[src/rtl/ppu_relu_maxpool_if.sv]
// Valid/ready stream pair around the PPU ReLU/max-pool stage.
// The master side feeds pixels in and collects results; the slave side is the stage.
interface ppu_relu_maxpool_if;
    logic       in_valid;
    logic       in_ready;
    logic [7:0] in_data;
    logic       out_valid;
    logic       out_ready;
    logic [7:0] out_data;

    modport master (
        output in_valid, in_data, out_ready,
        input  in_ready, out_valid, out_data
    );

    modport slave (
        input  in_valid, in_data, out_ready,
        output in_ready, out_valid, out_data
    );
endinterface

[src/rtl/ppu_relu_maxpool.sv]
// Optional ReLU followed by optional 2x2 stride-2 max pooling on an offset-128 pixel stream.
// Row-major input; horizontal pair maxima of even rows are held in a half-row line buffer.
module ppu_relu_maxpool #(
    parameter int MAX_W = 64,
    parameter int LB_AW = $clog2(MAX_W / 2)
) (
    input  logic                   clk,
    input  logic                   rst_n,
    input  logic                   start,
    input  logic                   cfg_relu_en,
    input  logic                   cfg_pool_en,
    input  logic [$clog2(MAX_W):0] cfg_width,
    ppu_relu_maxpool_if.slave      s
);
    localparam int WW   = $clog2(MAX_W) + 1;
    localparam int AW   = (LB_AW < 1) ? 1 : LB_AW;
    localparam int LB_D = MAX_W / 2;

    logic          relu_q;
    logic          pool_q;
    logic [WW-1:0] width_q;
    logic [WW-1:0] col;
    logic          row_odd;
    logic [7:0]    h;
    logic [7:0]    out_data_q;
    logic          out_valid_q;
    logic [7:0]    lb [LB_D];

    logic          in_ready;
    logic          in_fire;
    logic          col_last;
    logic [AW-1:0] k;
    logic [7:0]    p;
    logic [7:0]    m;
    logic [7:0]    lb_rd;
    logic [7:0]    pool_res;

    // Output slot is a single register; a draining output frees it in the same cycle.
    assign in_ready = !start && (!out_valid_q || s.out_ready);
    assign in_fire  = s.in_valid && in_ready;

    assign p        = (relu_q && (s.in_data < 8'd128)) ? 8'd128 : s.in_data;
    assign m        = (h > p) ? h : p;
    assign k        = AW'(col >> 1);
    assign lb_rd    = lb[k];
    assign pool_res = (lb_rd > m) ? lb_rd : m;
    assign col_last = (col == (width_q - WW'(1)));

    assign s.in_ready  = in_ready;
    assign s.out_valid = out_valid_q;
    assign s.out_data  = out_data_q;

    always_ff @(posedge clk or negedge rst_n) begin
        if (!rst_n) begin
            relu_q      <= 1'b0;
            pool_q      <= 1'b0;
            width_q     <= WW'(2);
            col         <= '0;
            row_odd     <= 1'b0;
            h           <= '0;
            out_valid_q <= 1'b0;
            out_data_q  <= '0;
        end else if (start) begin
            relu_q      <= cfg_relu_en;
            pool_q      <= cfg_pool_en;
            width_q     <= cfg_width;
            col         <= '0;
            row_odd     <= 1'b0;
            h           <= '0;
            out_valid_q <= 1'b0;
        end else begin
            if (out_valid_q && s.out_ready) begin
                out_valid_q <= 1'b0;
            end
            if (in_fire) begin
                if (col_last) begin
                    col     <= '0;
                    row_odd <= !row_odd;
                end else begin
                    col <= col + WW'(1);
                end

                if (!pool_q) begin
                    out_data_q  <= p;
                    out_valid_q <= 1'b1;
                end else if (!col[0]) begin
                    h <= p;
                end else if (row_odd) begin
                    out_data_q  <= pool_res;
                    out_valid_q <= 1'b1;
                end
            end
        end
    end

    // Written only on even rows and read only on odd rows, so no same-entry collision.
    always_ff @(posedge clk) begin
        if (in_fire && pool_q && col[0] && !row_odd) begin
            lb[k] <= m;
        end
    end
endmodule

[src/flat_wrapper.sv]
// flat-port wrapper written by rule: the top's interface ports become plain ports
module ppu_relu_maxpool_flat 
#(
    parameter int MAX_W = 64,
    parameter int LB_AW = $clog2(MAX_W / 2)
)
  (clk, rst_n, start, cfg_relu_en, cfg_pool_en, cfg_width, s_in_valid, s_in_data, s_out_ready, s_in_ready, s_out_valid, s_out_data);
  ppu_relu_maxpool_if s_i ();
  input  logic clk;
  input  logic rst_n;
  input  logic start;
  input  logic cfg_relu_en;
  input  logic cfg_pool_en;
  input  logic [$clog2(MAX_W):0] cfg_width;
  input wire logic [$bits(s_i.in_valid)-1:0] s_in_valid;
  input wire logic [$bits(s_i.in_data)-1:0] s_in_data;
  input wire logic [$bits(s_i.out_ready)-1:0] s_out_ready;
  output wire logic [$bits(s_i.in_ready)-1:0] s_in_ready;
  output wire logic [$bits(s_i.out_valid)-1:0] s_out_valid;
  output wire logic [$bits(s_i.out_data)-1:0] s_out_data;
  assign s_i.in_valid = s_in_valid;
  assign s_i.in_data = s_in_data;
  assign s_i.out_ready = s_out_ready;
  assign s_in_ready = s_i.in_ready;
  assign s_out_valid = s_i.out_valid;
  assign s_out_data = s_i.out_data;
  ppu_relu_maxpool #(.MAX_W(MAX_W), .LB_AW(LB_AW)) u_core (.clk(clk), .rst_n(rst_n), .start(start), .cfg_relu_en(cfg_relu_en), .cfg_pool_en(cfg_pool_en), .cfg_width(cfg_width), .s(s_i));
endmodule
[config.mk]
export PLATFORM = sky130hd
export DESIGN_NAME = ppu_relu_maxpool_flat
export DESIGN_NICKNAME = d
export VERILOG_FILES = /design/src/rtl/ppu_relu_maxpool_if.sv /design/src/rtl/ppu_relu_maxpool.sv /design/src/flat_wrapper.sv
export SDC_FILE = /design/constraint.sdc
export NUM_CORES = 1
export LEC_CHECK = 0
export BUFFER_PORTS_ARGS = -buffer_cell sky130_fd_sc_hd__buf_2
export CORE_MARGIN = 10
export CORE_UTILIZATION = 55
export CTS_CLUSTER_SIZE = 28
export DETAILED_ROUTE_END_ITERATION = 10
export GPL_ROUTABILITY_DRIVEN = 0
export PLACE_DENSITY = 0.72
export SYNTH_ARGS = -nofsm -noshare
export SYNTH_HDL_FRONTEND = slang
export SYNTH_SLANG_ARGS = --single-unit
[constraint.sdc]
create_clock -name clk -period 8 [get_ports clk]
set_clock_uncertainty 0.15 [all_clocks]
set_input_delay 0.8 -clock clk [delete_from_list [all_inputs] [get_ports clk]]
set_output_delay 0.8 -clock clk [all_outputs]
set_load 0.02 [all_outputs]
# Yosys cells after proc, flatten, opt, wreduce, memory -nomap -nowiden
# Memories as Yosys holds them, arrays and structs flattened.
# Index checks and enable logic that the tools add are counted.
[op_classes]
n_reduce_logical = 17
order_cmp = 3
eq_ne = 4
n_addsub = 2
n_mux = 24
bitwise_logic = 1
[op_table]
columns = ["op", "count"]
rows = [
  ["$mux W8", 10],
  ["$mux W7", 3],
  ["$gt A8 B8 Y1", 2],
  ["$mux W1", 11],
  ["$lt A8 B8 Y1 const B", 1],
  ["$add A7 B1 Y7 const B", 1],
  ["$eq A7 B7 Y1", 1],
  ["$logic_and A1 B1 Y1", 7],
  ["$sub A7 B1 Y7 const B", 1],
  ["$ne A2 B2 Y1 const B", 3],
  ["$reduce_bool A2 Y1", 3],
  ["$reduce_and A4 Y1", 1],
  ["$logic_not A1 Y1", 3],
  ["$reduce_and A3 Y1", 1],
  ["$reduce_and A2 Y1", 1],
  ["$logic_or A1 B1 Y1", 1],
  ["$not A1 Y1", 1],
]
[totals]
ramBits = 256
input_bits = 22
output_inout_bits = 10
ff_bits = 34
wordCells = 60
mem_count = 1
[memory_table]
columns = ["name", "words", "word_bits", "rd", "rd_ports_with_merged_regs", "wr", "line_no", "text"]
rows = [
  ["u_core.lb", 32, 8, 1, 0, 1, "ppu_relu_maxpool.sv:27", "logic [7:0] lb [LB_D];"],
]

# Depth between registers and ports, before layout
# Gate-level depths: netlist (run 1).
[logic_depth]
depth_word = 10
mapped_depth = 18
depth_no_buf = 17

# Worst setup path after synthesis (run 1)
# OpenSTA, ideal clock, no wires.
[synth_timing]
path_type = "input port to flip-flop"
start = "input port s_in_data[7]"
end = "register u_core.out_data_q[6] (netlist: u_core.s.out_data[6])"
setup_time_ns = 0.132
required_time_ns = 7.718
n_path_buf = 1
arrival_time_ns = 4.503
stages = 16
setup_slack_ns = 3.215
path_cell_list = "nand2b_1 -> nand2_1 -> ha_1 -> nor2b_1 -> o211ai_1 -> a21oi_1 -> o21ai_2 -> mux2i_1 -> ha_1 -> inv_1 -> a221o_1 -> a21o_1 -> nand2_1 -> and2_1 -> buf_1 -> a21oi_1"
[synth_between]
elab_chain_cells = 10
[synth_lines]
columns = ["item", "line_no", "text"]
rows = [
  ["start: declaration", "flat_wrapper.sv:16", "input wire logic [$bits(s_i.in_data)-1:0] s_in_data;"],
  ["$lt A8 B8 Y1", "ppu_relu_maxpool.sv:42", "assign p = (relu_q && (s.in_data < 8'd128)) ? 8'd128 : s.in_data;"],
  ["$logic_and A1 B1 Y1", "ppu_relu_maxpool.sv:42", ""],
  ["$mux W8 *", "ppu_relu_maxpool.sv:42", ""],
  ["$gt A8 B8 Y1", "ppu_relu_maxpool.sv:43", "assign m = (h > p) ? h : p;"],
  ["$mux W8 *", "ppu_relu_maxpool.sv:43", ""],
  ["named net u_core.m[0]", "ppu_relu_maxpool.sv:34", "logic [7:0] m;"],
  ["$gt A8 B8 Y1 *", "ppu_relu_maxpool.sv:46", "assign pool_res = (lb_rd > m) ? lb_rd : m;"],
  ["$mux W8 *", "ppu_relu_maxpool.sv:46", ""],
  ["$mux W8 *", "ppu_relu_maxpool.sv:88", "end else if (row_odd) begin"],
  ["$mux W8 *", "ppu_relu_maxpool.sv:86", "end else if (!col[0]) begin"],
  ["$mux W8 *", "ppu_relu_maxpool.sv:83", "if (!pool_q) begin"],
  ["end signal: assignment", "ppu_relu_maxpool.sv:84", "out_data_q <= p;"],
  ["end signal: assignment", "ppu_relu_maxpool.sv:89", "out_data_q <= pool_res;"],
  ["end: declaration", "ppu_relu_maxpool.sv:25", "logic [7:0] out_data_q;"],
]
# The timed path passes the listed nets; every way through them passes the cells marked *. The select of a mux whose other input is x is not followed.
# A chain may end at the register's enable or synchronous reset.

# Worst setup path after layout (run 1)
[layout_timing]
start = "register u_core.col[2]"
end = "register u_core.out_data_q[1] (netlist: u_core.s.out_data[1])"
[layout_between]
elab_chain_cells = 6
[layout_lines]
columns = ["item", "line_no", "text"]
rows = [
  ["start: declaration", "ppu_relu_maxpool.sv:22", "logic [WW-1:0] col;"],
  ["start signal: assignment", "ppu_relu_maxpool.sv:80", "col <= col + WW'(1);"],
  ["$mem_v2 Z32 W8 *", "-", ""],
  ["$gt A8 B8 Y1", "ppu_relu_maxpool.sv:46", ""],
  ["$mux W8 *", "ppu_relu_maxpool.sv:46", ""],
  ["$mux W8 *", "ppu_relu_maxpool.sv:88", ""],
  ["$mux W8 *", "ppu_relu_maxpool.sv:86", ""],
  ["$mux W8 *", "ppu_relu_maxpool.sv:83", ""],
]
# Mark *: on every way between the ends. The rest lies on a longest branch, timed or not. The select of a mux whose other input is x is not followed.

==> results of run 1 <==
## Yosys cell counts, types with 5 or more instances
master	n
xnor2_1	5
nand2_1	37
edfxtp_1	256
nor2b_1	7
clkbuf_1	16
nor4_1	16
inv_1	21
mux2_2	8
o31ai_1	9
mux2i_1	136
or3_1	8
nor3_1	8
nand3_1	8
o21ai_0	11
buf_2	24
dfrtp_1	33
o221ai_1	6
o22ai_1	64
nor2_1	41
a21oi_1	15
ha_1	18
nand4bb_1	6
## logic make-up after synthesis
kind of cell / after synthesis
flip-flops: 290
AND/OR/NAND/NOR: 167
multiplexers: 145
AO/OA/AOI/OAI: 123
buffers and inverters: 69
adder cells (fa/ha/maj): 18
XOR/XNOR: 10
## critical path: cells and delay by family, from the launching register on
kind	cells	cell delay, ns
simple gates	5	1.54
flops	1	1.00
compound gates	4	0.68
buf+inv	1	0.52
fa+ha+maj	1	0.34
mux	1	0.32
## cells in the final DEF, fill, tap and decap left out, types with 8 or more instances in the layout
cell	count
nand3_1	8
clkbuf_16	29
nor3_1	8
clkinv_1	11
o22ai_1	64
or3_1	8
inv_1	21
buf_2	31
nand2_1	37
edfxtp_1	256
nor4_1	16
o31ai_1	9
dfrtp_1	32
ha_1	18
a21oi_1	15
mux2_2	8
mux2i_1	135
o21ai_0	11
nor2_1	41
## cell type report
| cell class | instances | area (um^2) |
|---|---|---|
| Timing Repair Buffer | 37 | 213 |
| Clock inverter | 21 | 104 |
| Inverter | 21 | 78.8 |
| Sequential cell | 290 | 8540 |
| Tap cell | 280 | 350 |
| Multi-Input combinational cell | 463 | 3550 |
| Clock buffer | 33 | 741 |
| Fill cell | 1583 | 8440 |
## per-layer routing
layer | share of wire (%) | global-route usage, % | up-vias | wire length [um]
li1 | - | - | 3248 | -
met2 | 48 | 32.6 | 353 | 13800
met4 | 3.3 | 6.83 | 0 | 962
met3 | 7.7 | 3.52 | 73 | 2230
met5 | 0 | 0 | - | 0
met1 | 41 | 26.7 | 3696 | 11800
## power groups by stage
stage	Combinational, uW	Clock, uW	Sequential [uW]
6_report	252	1210	1740
5_1_grt	275	1290	1740
4_1_cts	251	1220	1740
3_5_place_dp	250	0	1770
3_3_place_gp	234	0	1770
2_1_floorplan	147	0	1770
## state kept, by name, indices dropped and copies added, names as in the netlist
register,count
u_core.width_q,7
u_core.col,7
u_core.h,8
u_core.row_odd,1
u_core.s.out_data,8
u_core.relu_q,1
u_core.lb,256
u_core.s.out_valid,1
u_core.pool_q,1
## per-stage QoR
stage                     total power [uW]  worst slack [ns]
after floorplan                       1920              3.21
after global placement                2010              3.19
after detailed placement              2020              2.96
after CTS                             3220              3.31
after global routing                  3310              2.95
final                                 3210              3.15
## worst paths after layout
path / start / end / slack, ns
hold reg to reg: u_core.h[0] / u_core.h[0] / 0.34
setup / recovery: u_core.col[2] / u_core.s.out_data[1] / 3.15
min in group clk: cfg_width[0] / u_core.width_q[0] / 0.31
setup reg to reg: u_core.col[2] / u_core.s.out_data[1] / 3.15
max in group asynchronous: rst_n / u_core.col[2] / 6.94
hold / removal: rst_n / u_core.width_q[0] / 0.18
==> key figures, run 1 <==
Run status
  • Status: complete, no violations

Clock tree
  • Latest clock arrival within the worst-skew pair: 0.55 ns
  • Clock Path Buffers: 3
  • Reg clk slew, reported paths: 0.06 ns
  • CTS root buf: clkbuf_16
  • CTS tree: yes
  • CTS Buf Count: 29
  • Clock sinks: 290
  • H-tree Lvls: 1
  • CTS resizes: 0
  • Hold-fix buffers, CTS: 0
  • Setup bufs post-CTS: 0

Critical path
  • Cell mode on critical path: nand2_1
  • Arr. time, crit path: 5.10 ns
  • Crit start category: flip-flop
  • Critical path required time: 8.25 ns
  • Worst r2r path cells: 12
  • Crit-path max FO: 91
  • Crit. End Element: flip-flop
  • Kind of critical path: flip-flop to flip-flop
  • CP peak stage delay: 1.00 ns
  • Worst path slowest cell: dfrtp_4
  • Critical-path cell list: buf_12, mux2i_1, o22ai_1, nor4_1, nand2_1, ha_1, nand2_1, nor2_1, a21o_1, nand3_1, o221ai_1, a21oi_1

STA
  • Final period util: 60.6%
  • Final Hold Viols: 0
  • Max-slew violation count: 0
  • Relative slew margins: 17.8%
  • Hold WS: 0.181 ns
  • Final min period: 4.85 ns
  • Setup_tns: 0 ns
  • Worst Max-Slew Pin Slew: 1.23 ns
  • RSZ-0062 raised after global routing: no
  • Final setup viols: 0
  • Fmax: 206 MHz

GRT
  • Grt ovf: 0
  • First-pass GRT wire length: 44,600 um
  • Initial antenna violation count: 0
  • Total track usage: 20.0%
  • Pin count of the biggest net entering global routing: 92
  • Vias in the first global route: 7,355

Routing
  • DRT Wirelength: 28,800 um
  • Routed vias: 7,370
  • First-pass DRT Iterations: 5
  • 1st-iter DRT viols: 837
  • DRT antenna net count: 0
  • Vias per cell: 6.44
  • DRC violations left: 0
  • DR WL/cell: 25.2 um

Cells and area
  • Cell area after layout: 0.0136 mm^2
  • Inserted Diodes: 0
  • Non-Filler Instances: 1,145
  • Final net count: 882
  • Layout cells sized above 1: 11.8%
  • Synth-to-Final Area Change: 9.51%
  • Fin util: 61.7%

Pwr
  • Leak: 0.00441 uW
  • Combinational share of power: 7.9%
  • Flop pwr share: 54.3%
  • Power Internal: 2450 uW
  • Switch share: 23.5%
  • VDD IR max: 0.168 mV
  • Clk pwr share: 37.8%
  • PD cells: 236 mW/mm^2
  • Sw Pwr: 753 uW

Logic synthesis
  • Syn. warnings: 0
  • Syn Nets: 862
  • Cell count after synthesis: 822
  • Mean Syn Cell Area: 15.1 um^2
  • Top-area cell type share of the netlist area: 62.0%
  • Fraction of synthesized cell area in xor and xnor cells: 0.817%
  • Async SR Flop Fraction: 11.7%
  • FF+latch count, synth: 290
  • Sequential-to-total area share from yosys stat: 68.8%
  • Mux contribution to synthesized area: 11.8%
  • Netlist Area Pre-Place: 0.0124 mm^2
  • Distinct cells, synth: 58
  • Adder-Cell Fraction of Synth Area: 1.82%
  • Number of enable flip-flop cells after synthesis: 256
  • Cell taking the most area after synthesis: edfxtp_1
  • Most used DFF post-synth: edfxtp_1
  • Top post-synthesis cells by area: edfxtp_1 (62%), mux2i_1 (11%), dfrtp_1 (6.7%)
  • Simple-gate portion of the synthesized area: 7.53%
  • Compound-Gate Fraction of Synth Area: 6.57%
  • Largest family of logic cells by synthesized area: multiplexers

Floorplanning
  • Number of top-level pins: 32
  • Initial Util: 56.3%
  • CORE AREA: 0.0220 mm^2
  • Std-Cell Rows: 54
  • Die area: 0.0290 mm^2
  • Die H: 170 um
  • Die X: 170 um

Placement
  • I/O Buffers: 31
  • DP HPWL: 18,500 um
  • Placed cell area: 0.0127 mm^2
  • Placed insts: 1,091

Flow run
  • # Max-Cap Violations: 0

Hold path
  • Worst hold path class: input port to async pin
Note: power is estimated with default switching activity, not from simulation.
==> inputs of run 2 (changes only) <==
==> constraint.sdc (replaced) <==
create_clock -name clk -period 4.55 [get_ports clk]
set_clock_uncertainty 0.15 [all_clocks]
set_input_delay 0.455 -clock clk [delete_from_list [all_inputs] [get_ports clk]]
set_output_delay 0.455 -clock clk [all_outputs]
set_load 0.02 [all_outputs]
==> key figures, run 2 (same netlist as run 1, synthesis figures left out) <==
Clock tree
  • Clock Path Buffers: 3
  • H-tree Lvls: 1
  • Latest clock arrival within the worst-skew pair: 0.56 ns
  • Reg clk slew, reported paths: 0.06 ns
  • CTS tree: yes
  • CTS Buf Count: 29
  • Clock sinks: 290
  • CTS root buf: clkbuf_16

GRT
  • Vias in the first global route: 7,396
  • Grt ovf: 0
  • Pin count of the biggest net entering global routing: 35
  • First-pass GRT wire length: 44,100 um
  • Total track usage: 19.7%
  • Initial antenna violation count: 0

Pwr
  • Total power: 5690 uW
  • Clk pwr share: 38.1%
  • Leak: 0.00456 uW
  • Switch share: 22.9%
  • Flop pwr share: 53.8%
  • VDD IR max: 0.467 mV
  • Combinational share of power: 8.1%
  • PD cells: 410 mW/mm^2
  • Power Internal: 4390 uW
  • Sw Pwr: 1300 uW

STA
  • RSZ-0062 raised after global routing: no
  • Final min period: 4.14 ns
  • Max-slew violation count: 0
  • Fmax: 241 MHz
  • Final Hold Viols: 0
  • Worst Max-Slew Pin Slew: 1.15 ns
  • Final setup viols: 0
  • Hold WS: 0.0692 ns
  • Relative slew margins: 22.9%
  • Final period util: 91.0%
  • Setup_tns: 0 ns

Floorplanning
  • Die H: 170 um
  • Die X: 170 um
  • CORE AREA: 0.0220 mm^2
  • Std-Cell Rows: 54
  • Initial Util: 56.3%
  • Number of top-level pins: 32
  • Die area: 0.0290 mm^2

Run status
  • Status: complete, no violations

Cells and area
  • Largest reg by FF count: u_core.lb
  • Most used cells in the layout excluding fill and tap cells: edfxtp_1 (256), mux2i_1 (135), o22ai_1 (64), nor2_1 (41), nand2_1 (37)
  • Fillers: 1,566
  • Layout cells sized above 1: 13.2%
  • Inserted Diodes: 0
  • Synth-to-Final Area Change: 11.8%
  • Max reg flops: 256
  • Final net count: 913
  • Commonest non-fill, non-tap cell in the layout: edfxtp_1

Routing
  • 1st-iter DRT viols: 883
  • DRC violations left: 0
  • DRT antenna net count: 0
  • M1 wire length: 11,800 um
  • DRT Wirelength: 28,700 um
  • WL met3: 2380 um
  • First-pass DRT Iterations: 5
  • Top sig layer: met4
  • DR WL/cell: 24.5 um
  • Routed vias: 7,402
  • Met2 WL: 13,400 um
  • Vias per cell: 6.32

Critical path
  • Crit. End Element: flip-flop
  • Arr. time, crit path: 4.47 ns
  • Kind of critical path: flip-flop to flip-flop
  • Crit start category: flip-flop
  • Critical path required time: 4.88 ns
  • Crit-path max FO: 28

Hold path
  • Worst hold path class: input port to flip-flop

Flow run
  • # Max-Cap Violations: 0

Placement
  • DP HPWL: 18,900 um
  • I/O Buffers: 31
## run 2: cell count changes in the layout (fill, tap and decap cells not counted), sizes merged
cell	change
buf	+21
dlygate4sd3	+10
clkinv	-7
clkbuf	+4
clkinvlp	-2
bufinv	+1
## run 2: metal layers
metal | up-vias | track usage, %
met5 | - | 0
met3 | 80 | 4.40
met1 | 3662 | 26.1
li1 | 3304 | -
met2 | 356 | 31.2
met4 | 0 | 7.55
## run 2: path summary, 6_finish.rpt
kind | start | endpoint | slack, ns | cells after the start
max in group asynchronous | rst_n | u_core.col[2] | 3.33 | 2
worst max-delay path | u_core.col[3] | u_core.s.out_data[3] | 0.41 | 11
worst min-delay path | s_in_data[1] | u_core.h[1] | 0.07 | 3
min in group asynchronous | rst_n | u_core.width_q[0] | 0.36 | 2
worst min register to register | u_core.h[0] | u_core.h[0] | 0.36 | 2
worst max register to register | u_core.col[3] | u_core.s.out_data[3] | 0.41 | 11
## run 2: final cells by class
type	instances	area [um^2]	share of cell area (%)
multi-input combinational	463	3550	25.6
timing repair buffer	68	495	3.57
clock buffer	37	756	5.45
inverter	21	78.8	0.568
sequential	290	8540	61.6
clock inverter	13	95.1	0.685
tap	280	350	2.53
## run 2: worst max-delay path: stages (launching register included)
cell       delay [ns]
dfrtp_1          0.92
nand4bb_1        0.51
o22ai_1          0.24
nor4_1           0.44
nand2_1          0.19
ha_1             0.34
and3_1           0.20
a221o_1          0.31
a21o_1           0.18
nand3_1          0.23
o221ai_1         0.18
a21oi_1          0.15
## run 2: repair_timing
action                                 in CTS  in global routing
endpoints found under the hold margin      42                  0
setup buffers                               0                  0
hold buffers                               10                  0
gates resized for setup                     0                  0
## run 2: power groups by stage
stage	Sequential (uW)	Combinational [uW]	Clock, uW
4_1_cts	3060	462	2190
6_report	3060	462	2170
3_3_place_gp	3110	427	0
5_1_grt	3060	503	2310
3_5_place_dp	3110	454	0
2_1_floorplan	3120	259	0
## run 2: stage by stage
stage	instance area [um^2]	instances	utilization (%)	worst slack [ns]
2_1_floorplan	12400	822	-	0.110
3_3_place_gp	12900	1112	58.7	0.535
3_5_place_dp	12900	1112	58.7	0.461
4_1_cts	13900	1172	63.0	0.433
5_1_grt	13900	1172	63.0	0.143
6_report	13900	1172	63.0	0.409
==> inputs of run 3 (changes only) <==
--- a/config.mk
+++ b/config.mk
@@ -5,13 +5,14 @@
 export SDC_FILE = /design/constraint.sdc
 export NUM_CORES = 1
 export LEC_CHECK = 0
+export ABC_AREA = 1
 export BUFFER_PORTS_ARGS = -buffer_cell sky130_fd_sc_hd__buf_2
 export CORE_MARGIN = 10
 export CORE_UTILIZATION = 55
 export CTS_CLUSTER_SIZE = 28
 export DETAILED_ROUTE_END_ITERATION = 10
 export GPL_ROUTABILITY_DRIVEN = 0
-export PLACE_DENSITY = 0.72
+export PLACE_DENSITY = 0.71
 export SYNTH_ARGS = -nofsm -noshare
 export SYNTH_HDL_FRONTEND = slang
 export SYNTH_SLANG_ARGS = --single-unit
==> key figures, run 3 <==
Clock tree
  • Clock Path Buffers: 3
  • Clock sinks: 290
  • Hold-fix buffers, CTS: 10
  • Setup bufs post-CTS: 0
  • Reg clk slew, reported paths: 0.06 ns
  • CTS root buf: clkbuf_16
  • CTS Buf Count: 30
  • CTS resizes: 0
  • H-tree Lvls: 1
  • CTS tree: yes
  • Latest clock arrival within the worst-skew pair: 0.56 ns

Floorplanning
  • Std-Cell Rows: 56
  • Die H: 175 um
  • Die X: 175 um
  • CORE AREA: 0.0235 mm^2
  • Initial Util: 56.1%
  • Number of top-level pins: 32
  • Die area: 0.0305 mm^2

Routing
  • DRT antenna net count: 0
  • First-pass DRT Iterations: 7
  • Vias per cell: 5.28
  • Routed vias: 9,259
  • 1st-iter DRT viols: 1,102
  • DR WL/cell: 17.2 um
  • DRT Wirelength: 30,200 um
  • DRC violations left: 0

Logic synthesis
  • Synth top cells by count: nand2_1 (748), edfxtp_1 (256), nor2_1 (79)
  • Async SR Flop Fraction: 11.7%
  • Top-count cell post-synth: nand2_1
  • FF+latch count, synth: 290
  • Distinct cells, synth: 34
  • Mean Syn Cell Area: 9.57 um^2
  • Syn Nets: 1,415
  • Netlist Area Pre-Place: 0.0132 mm^2
  • Top-area cell type share of the netlist area: 58.4%
  • Top post-synthesis cells by area: edfxtp_1 (58%), nand2_1 (21%), dfrtp_1 (6.3%)
  • Number of enable flip-flop cells after synthesis: 256
  • Syn. warnings: 0
  • Cell taking the most area after synthesis: edfxtp_1
  • Most used DFF post-synth: edfxtp_1
  • Sequential-to-total area share from yosys stat: 64.9%
  • Cell count after synthesis: 1,375

STA
  • Hold WS: 0.0300 ns
  • Final period util: 82.1%
  • Worst Max-Slew Pin Slew: 0.813 ns
  • Final Hold Viols: 0
  • Final min period: 3.74 ns
  • Max-slew violation count: 0
  • RSZ-0062 raised after global routing: no
  • Relative slew margins: 45.6%
  • Setup_tns: 0 ns
  • Fmax: 268 MHz
  • Final setup viols: 0

Pwr
  • Leak: 0.00624 uW
  • VDD IR max: 0.306 mV
  • PD cells: 469 mW/mm^2
  • Total power: 6830 uW

GRT
  • Pin count of the biggest net entering global routing: 106
  • Grt ovf: 0
  • Total track usage: 19.7%
  • First-pass GRT wire length: 48,500 um
  • Initial antenna violation count: 0
  • Vias in the first global route: 8,844

Critical path
  • Crit. End Element: flip-flop
  • Kind of critical path: flip-flop to flip-flop
  • Critical path required time: 4.83 ns
  • Cell mode on critical path: nand2_1
  • Worst setup path startpoint: u_core.relu_q
  • CP Buf/Inv Count: 3
  • Family with the most delay on the worst path: simple AND/OR/NAND/NOR gates
  • R2r startpoint: u_core.relu_q
  • Crit-path max FO: 9
  • Worst path slowest cell: a21oi_1
  • Crit start category: flip-flop
  • Arr. time, crit path: 4.02 ns
  • CP peak stage delay: 0.49 ns
  • Critical-path cell list: inv_1, nor2_1, inv_1, nand2_1, ha_1, nand2_1, nand2_1, nand2_1, nand2_1, nand2_1, nand2_1, nand2_1, nand2_1, nand2_1, inv_1, ha_1, nand2_1, nor2_1, nand2_1, a21oi_1, nand3_1, nand3_1, a21oi_1

Placement
  • Placed cell area: 0.0136 mm^2
  • DP HPWL: 18,400 um
  • I/O Buffers: 31

Cells and area
  • Largest reg by FF count: u_core.lb
  • Final net count: 1,451
  • Max reg flops: 256
  • Fillers: 1,939
  • Most used cells in the layout excluding fill and tap cells: nand2_1 (748), edfxtp_1 (256), nor2_1 (79), nand3_1 (57), inv_1 (51)
  • Cell area after layout: 0.0145 mm^2
  • Layout cells sized above 1: 6.91%
  • Commonest non-fill, non-tap cell in the layout: nand2_1
  • Inserted Diodes: 0
  • Synth-to-Final Area Change: 10.5%

Flow run
  • # Max-Cap Violations: 0

Run status
  • Status: complete, no violations

Hold path
  • Worst hold path class: input port to flip-flop
  • Hold path startpoint: s_out_ready
run 3: cell count changes in the layout (fill, tap and decap cells not counted), moves of 8 or more:
| cell | delta |
|---|---|
| or3_1 | -8 |
| inv_1 | +30 |
| nor4_1 | -14 |
| buf_4 | -14 |
| nand2_1 | +711 |
| a21oi_1 | +9 |
| o22ai_1 | -61 |
| nor2_1 | +38 |
| nand3_1 | +49 |
| o31ai_1 | -9 |
| mux2i_1 | -135 |
| mux2_2 | -8 |
run 3: cells by family after synthesis:
kind of cell	count (synthesis)	share of synthesized area [%]
and+or+nand+nor	901	26.8
buffers and inverters	106	3.88
DFF	290	64.9
adders and majority gates	18	1.71
xor gates and xnor gates	12	0.799
AOI/OAI and AO/OA	48	1.89
run 3: through the flow:
stage,instances,worst slack (ns),util (%)
CTS,1752,0.838,62.0
finish,1752,0.813,62.0
global placement,1688,0.806,57.7
global route,1752,0.293,62.0
floorplan,1375,0.932,-
detailed placement,1688,0.731,57.7
run 3: final timing paths:
| path | to | slack, ns | cells after the start |
|---|---|---|---|
| max | u_core.s.out_data[6] | 0.81 | 23 |
| min | u_core.s.out_valid | 0.03 | 4 |
| max reg2reg | u_core.s.out_data[6] | 0.81 | 23 |
| min reg2reg | u_core.width_q[6] | 0.35 | 2 |
| max in group asynchronous | u_core.col[1] | 3.31 | 2 |
| min in group asynchronous | u_core.col[1] | 0.37 | 2 |
run 3: final cells by class:
| type | instances | area (um^2) | share of cell area, % |
|---|---|---|---|
| Timing Repair Buffer | 54 | 390 | 2.68 |
| Tap cell | 319 | 399 | 2.74 |
| Clock buffer | 38 | 781 | 5.37 |
| Clock inverter | 16 | 110 | 0.757 |
| Sequential cell | 290 | 8540 | 58.7 |
| Inverter | 56 | 213 | 1.46 |
| Multi-Input combinational cell | 979 | 4110 | 28.2 |
run 3: report_power, final:
group	switching (uW)	internal [uW]
clock network	973	1260
logic	1030	419
registers	70.7	3080
run 3: worst min-delay path, stage by stage:
cell	delay (ns)
buf_2	0.08
nor2_1	0.06
nand2_1	0.06
nand2_1	0.04
run 3: routing by layer:
layer	part of all wire (%)	GRT usage, %	vias to the layer above
li1	-	-	4539
met1	43	26.9	4284
met2	46	31.8	379
met3	8.1	3.30	57
met4	2.6	5.79	0
met5	0	0	-
